`config.mk`:
```
export PLATFORM = sky130hd
export DESIGN_NAME = mem_arbiter
export DESIGN_NICKNAME = d
export VERILOG_FILES = /design/src/rtl/mem_arbiter.sv
export SDC_FILE = /design/constraint.sdc
export NUM_CORES = 1
export LEC_CHECK = 0
export ABC_AREA = 1
export BUFFER_PORTS_ARGS = -buffer_cell sky130_fd_sc_hd__buf_2
export CORE_AREA = 10 10 111 113
export DETAILED_ROUTE_END_ITERATION = 6
export DIE_AREA = 0 0 121 123
export PLACE_DENSITY = 0.56
export SLEW_MARGIN = 30
export SYNTH_ARGS = -nofsm -noshare
export SYNTH_HDL_FRONTEND = slang
export SYNTH_SLANG_ARGS = --single-unit
```
`constraint.sdc`:
```
create_clock -name clk -period 3.7 [get_ports clk]
set_clock_uncertainty 0.2 [all_clocks]
set_input_delay 0.74 -clock clk [delete_from_list [all_inputs] [get_ports clk]]
set_output_delay 0.74 -clock clk [all_outputs]
set_load 0.01 [all_outputs]
```
`src/rtl/mem_arbiter.sv`:
```
// Two-master round-robin arbiter for the native valid/ready memory bus.
// Optional slave-hang watchdog: define MEM_ARB_TIMEOUT_EN.
module mem_arbiter #(
    parameter int unsigned TIMEOUT  = 1024,
    parameter logic [31:0] ERR_DATA = 32'hDEADBEEF
) (
    input  logic        clk,
    input  logic        rst_n,
    input  logic        m0_valid,
    output logic        m0_ready,
    input  logic [31:0] m0_addr,
    input  logic [31:0] m0_wdata,
    input  logic [3:0]  m0_wstrb,
    output logic [31:0] m0_rdata,
    input  logic        m1_valid,
    output logic        m1_ready,
    input  logic [31:0] m1_addr,
    input  logic [31:0] m1_wdata,
    input  logic [3:0]  m1_wstrb,
    output logic [31:0] m1_rdata,
    output logic        s_valid,
    input  logic        s_ready,
    output logic [31:0] s_addr,
    output logic [31:0] s_wdata,
    output logic [3:0]  s_wstrb,
    input  logic [31:0] s_rdata,
    output logic        grant,
    output logic        busy,
    output logic        err_timeout
);

    // state | meaning
    // IDLE  | no owner; arbitrate among requesting masters
    // BUSY  | m[grant] is connected to the slave until s_ready/timeout/drop
    typedef enum logic {IDLE, BUSY} state_t;

    state_t      state, state_nxt;
    logic        grant_nxt;
    logic        gnt_valid;
    logic [31:0] gnt_addr, gnt_wdata;
    logic [3:0]  gnt_wstrb;
    logic        expired;
    logic        rsp_ready;
    logic [31:0] rsp_rdata;

    if (TIMEOUT < 2 || TIMEOUT > 65535) begin : g_bad_timeout
        $error("mem_arbiter: TIMEOUT out of range 2..65535");
    end

    assign gnt_valid = grant ? m1_valid : m0_valid;
    assign gnt_addr  = grant ? m1_addr  : m0_addr;
    assign gnt_wdata = grant ? m1_wdata : m0_wdata;
    assign gnt_wstrb = grant ? m1_wstrb : m0_wstrb;

`ifdef MEM_ARB_TIMEOUT_EN
    logic [15:0] to_cnt;

    // Counter value equals the number of stalled BUSY cycles already seen.
    always_ff @(posedge clk or negedge rst_n) begin
        if (!rst_n) begin
            to_cnt <= '0;
        end else if (state == IDLE) begin
            to_cnt <= '0;
        end else if (!s_ready && !expired) begin
            to_cnt <= to_cnt + 16'd1;
        end
    end

    assign expired = (state == BUSY) && (to_cnt == 16'(TIMEOUT));
`else
    assign expired = 1'b0;
`endif

    always_ff @(posedge clk or negedge rst_n) begin
        if (!rst_n) begin
            state <= IDLE;
            grant <= 1'b1;
        end else begin
            state <= state_nxt;
            grant <= grant_nxt;
        end
    end

    always_comb begin
        state_nxt = state;
        grant_nxt = grant;
        case (state)
            IDLE: begin
                if (m0_valid || m1_valid) begin
                    state_nxt = BUSY;
                    grant_nxt = (m0_valid && m1_valid) ? ~grant : m1_valid;
                end
            end
            BUSY: begin
                if (s_ready || expired || !gnt_valid) state_nxt = IDLE;
            end
            default: state_nxt = IDLE;
        endcase
    end

    // A real s_ready in the expiry cycle still counts as normal completion.
    assign rsp_ready = s_ready || expired;
    assign rsp_rdata = (expired && !s_ready) ? ERR_DATA : s_rdata;

    always_comb begin
        s_valid     = 1'b0;
        s_addr      = '0;
        s_wdata     = '0;
        s_wstrb     = '0;
        m0_ready    = 1'b0;
        m0_rdata    = '0;
        m1_ready    = 1'b0;
        m1_rdata    = '0;
        err_timeout = 1'b0;
        busy        = (state == BUSY);
        if (state == BUSY) begin
            s_valid     = gnt_valid && !expired;
            s_addr      = gnt_addr;
            s_wdata     = gnt_wdata;
            s_wstrb     = gnt_wstrb;
            err_timeout = expired && !s_ready;
            if (grant) begin
                m1_ready = rsp_ready;
                m1_rdata = rsp_rdata;
            end else begin
                m0_ready = rsp_ready;
                m0_rdata = rsp_rdata;
            end
        end
    end

endmodule

```
# [After elaboration in Yosys (flattened, before gate mapping)]
# Index checks and enable logic that the tools add are counted.
[word_totals] ff_bits=2 input_bits=173 output_inout_bits=138 wordCells=29
[op_classes] muxes=20 bitwise=2 n_reduce_logical=5
[ops] operator="$mux W32" n=8
[ops] operator="$mux W1" n=9
[ops] operator="$mux W4" n=2
[ops] operator="$logic_or A1 B1 Y1" n=2
[ops] operator="$not A1 Y1" n=2
[ops] operator="$pmux W1 S2" n=1
[ops] operator="$reduce_and A2 Y1" n=1
[ops] operator="$logic_and A1 B1 Y1" n=1
[ops] operator="$logic_not A1 Y1" n=1

# [Longest topological paths before layout]
[logic_depth] ltp_word=5 mapped_depth=7 depth_no_buf=5

# [Least setup slack after synthesis]
# Ideal clock, no wire load.
[synth_path] kind="reg2out" from="register grant" to="output port s_wdata[24]" arrival_ps=1117 t_required_ps=2760 setup_slack_ps=1643 stages_incl_launch_ff=5 path_buffers=2 cell_sequence="dfstp_2 buf_6 buf_2 nand2_1 a21oi_2"
[synth_between] elab_chain_len=2
[synth_lines] item="from (decl)" line="27" rtl="output logic grant,"
[synth_lines] item="from (signal assigned)" line="80" rtl="grant <= grant_nxt;"
[synth_lines] item="$mux W32" line="52" rtl="assign gnt_wdata = grant ? m1_wdata : m0_wdata;"
[synth_lines] item="$mux W32" line="116" rtl="if (state == BUSY) begin"
[synth_lines] item="to (decl)" line="24" rtl="output logic [31:0] s_wdata,"
# No other way between the ends.

# [Final worst setup path]
[layout_path] from="register grant" to="output port s_valid"
[layout_between] elab_chain_len=2
[layout_lines] item="$mux W1" line="50" rtl="assign gnt_valid = grant ? m1_valid : m0_valid;"
[layout_lines] item="$mux W1" line="116"
[layout_lines] item="to (decl)" line="21" rtl="output logic s_valid,"
# No other way between the ends.

==> run_results.csv <==
group,metric,value,unit
status,outcome,"complete, no violations",
power,combPwrFrac,91.9,%
floorplanning,boundaryPins,311,
logic_synthesis,synth_most_common_cell,"nand2_1",
logic_synthesis,syn_area_per_cell,5.484,um^2
setup_path,cp_slowest_cell,"dfstp_2",
setup_path,critPathMaxStageDelay,720,ps
detailed_routing,viasPerCell,4.074,
setup_path,crit_arrival,2020,ps
setup_path,r2r-start,"grant",
cts,clock-sinks,2,
logic_synthesis,yosys_warnings,0,
timing,hold_ws,113.0,ps
logic_synthesis,synthTopCellsByArea,"a21oi_2, nand2_1, nor2_1",
timing,period_needed,2960,ps
cts,cts-buffers-inserted,3,
power,leakage,0.002197,uW
setup_path,cp_num_buf_inv,2,
setup_path,r2r_cells,5,
setup_path,startpoint_type,"register",
place,place_area,3420,um^2
detailed_routing,ant_nets,0,
cts,clkLatencyLatePin,210,ps
logic_synthesis,synth_top_cell_by_area,"a21oi_2",
logic_synthesis,async_flop_share,100.0,%
cts,cts_setup_buffers,0,
floorplanning,core_area,10140,um^2
detailed_routing,drc,0,
power,swShare,62.86,%
timing,rsz0062_at_grt,"no",
cts,cts_resized,0,
logic_synthesis,synth.top_cells.by_count,"nand2_1, a21oi_2, nor2_1",
logic_synthesis,ys.flop_type,"dfstp_2",
cts,h-tree-depth,1,
setup_path,path_max_fanout,60,
power,p_switching,1324,uW
place,gp_routability_congestion,0.8484,
power,peakVddDrop,228.9,uV
detailed_routing,drtIter0Drc,81,
job,cap_violations,0,
final_layout,final_cells,772,
place,portBuffers,309,
setup_path,endpoint_kind,"output pin",
final_layout,diodes,0,
global_route,grt_pass1_wl,16.42,mm
cts,clockRootBuffer,"clkbuf_8",
global_route,antenna_found_initial,0,
power,fin_total_pwr,2106,uW
floorplanning,die_area,14880,um^2
final_layout,drive_gt1_share,64.31,%
place,dp_cells,768,
logic_synthesis,ys_ff_latch,2,
detailed_routing,dr.pass1.iters,4,
timing,setup_viol,0,
timing,slew_headroom,56.80,%
floorplanning,initial_core_util,18.93,%
logic_synthesis,yosysSeqAreaShare,2.673,%
setup_path,timing.rr.end,"busy",
logic_synthesis,yosysTopAreaCellShare,31.49,%
detailed_routing,totalWireLength,11.67,mm
setup_path,cp-startpoint,"grant",
logic_synthesis,netlist_area,1919,um^2
setup_path,crit_family,"flip-flops",
power,pwr-share-seq,3.8,%
floorplanning,rows,37,
min_path,min_path_type,"in2async",
logic_synthesis,postSynthCellCount,350,
global_route,grt_pass1_vias,3030,
power,p_per_area,607.8,nW/um^2
floorplanning,die_h,123,um
cts,cts_tree,"built",
place,dp_hpwl,9.997,mm
timing,max_freq,0.3379,GHz
floorplanning,fp.dieW,121,um
detailed_routing,wl_per_cell,15.11,um
timing,hold_violations,0,
global_route,grt_overflow_total,0,
setup_path,required,2760,ps
power,pwr-share-clk,4.3,%
timing,slew_violations,0,
setup_path,cp.depth,4,
logic_synthesis,synth_edf_count,0,
timing,fin_setup_tns,0,ps
logic_synthesis,synth_cell_types,17,
final_layout,fin_nets,810,
setup_path,reg2reg_slack,1640,ps
logic_synthesis,syn-num-nets,523,
detailed_routing,vias,3145,
global_route,grt_util_all_layers,13.54,%
final_layout,syn_to_final_growth,80.51,%
setup_path,crit_end,"s_valid",
timing,tightest_slew,648.1,ps
timing,finalCritPeriodShare,79.99,%
cts,clockBufferDepth,2,
cts,hold_buffers,0,
setup_path,path_class,"reg2out",
final_layout,final_area,3465,um^2
setup_path,path_cells,"buf_4 -> nand2_1 -> a21oi_2 -> buf_2",
global_route,grt_max_degree,72,
power,internal_power,782.0,uW
cts,clkTransAtPathRegs,30,ps
[layout by cell type (no fill, tap or decap), types with 2 or more instances in the layout]
master      n
nor2_1     46
a21oi_2    69
buf_2     309
nor2_2     20
nand2_4     2
nand2_1   143
clkbuf_8    3
inv_1      33
[kinds of logic (layout without fill, tap and decap cells)]
group / after synthesis / count (layout) / share of synthesized area, %
buf+inv: 64 / 350 / 19.95
flops: 2 / 2 / 2.673
simple gates: 213 / 213 / 45.44
compound gates: 70 / 70 / 31.75
other cells: 1 / 1 / 0.1954
[worst register-to-register path: cells and delay by family (launching register included)]
kind	cells	cell delay (ps)
buf+inv	1	560
simple gates	4	510
flops	1	720
[worst min path at each step]
stage | startpoint | end | cells past startpoint
2_1_floorplan | rst_n | busy | 0
3_3_place_gp | rst_n | busy | 1
3_5_place_dp | rst_n | busy | 1
4_1_cts | rst_n | busy | 1
5_1_grt | rst_n | busy | 1
6_report | rst_n | busy | 1
[power by group through the flow]
stage / clock network (uW) / logic, uW / registers, uW
2_1_floorplan: 0 / 1390 / 57.3
3_3_place_gp: 0 / 1990 / 81.2
3_5_place_dp: 0 / 1980 / 82.3
4_1_cts: 93.6 / 1980 / 82.3
5_1_grt: 96.7 / 2140 / 87.0
6_report: 90.8 / 1940 / 79.9
[cell type report]
class | count | area, um^2
Timing Repair Buffer | 311 | 1574
Fill cell | 1160 | 6674
Sequential cell | 2 | 51.30
Inverter | 35 | 138.9
Multi-Input combinational cell | 284 | 1485
Clock buffer | 4 | 45.04
Tap cell | 136 | 170.2
[flip-flops by register name, summed over array words and instances (netlist names)]
name	flops
busy	1
grant	1
[metrics by stage]
step	setup WS, ps	utilization (%)
detailed placement	966.0	33.73
global route	570.7	34.17
global placement	967.7	33.73
CTS	734.1	34.17
finish	740.2	34.17
floorplan	1643	-
[metal layers]
metal / GRT usage [%] / up-vias / share of wire [%]
li1: - / 1628 / -
met1: 12.31 / 1319 / 34
met2: 25.92 / 194 / 51
met3: 7.703 / 4 / 14
met4: 2.338 / 0 / 0.63
met5: 0 / - / 0
(Power assumes the default switching activity.)
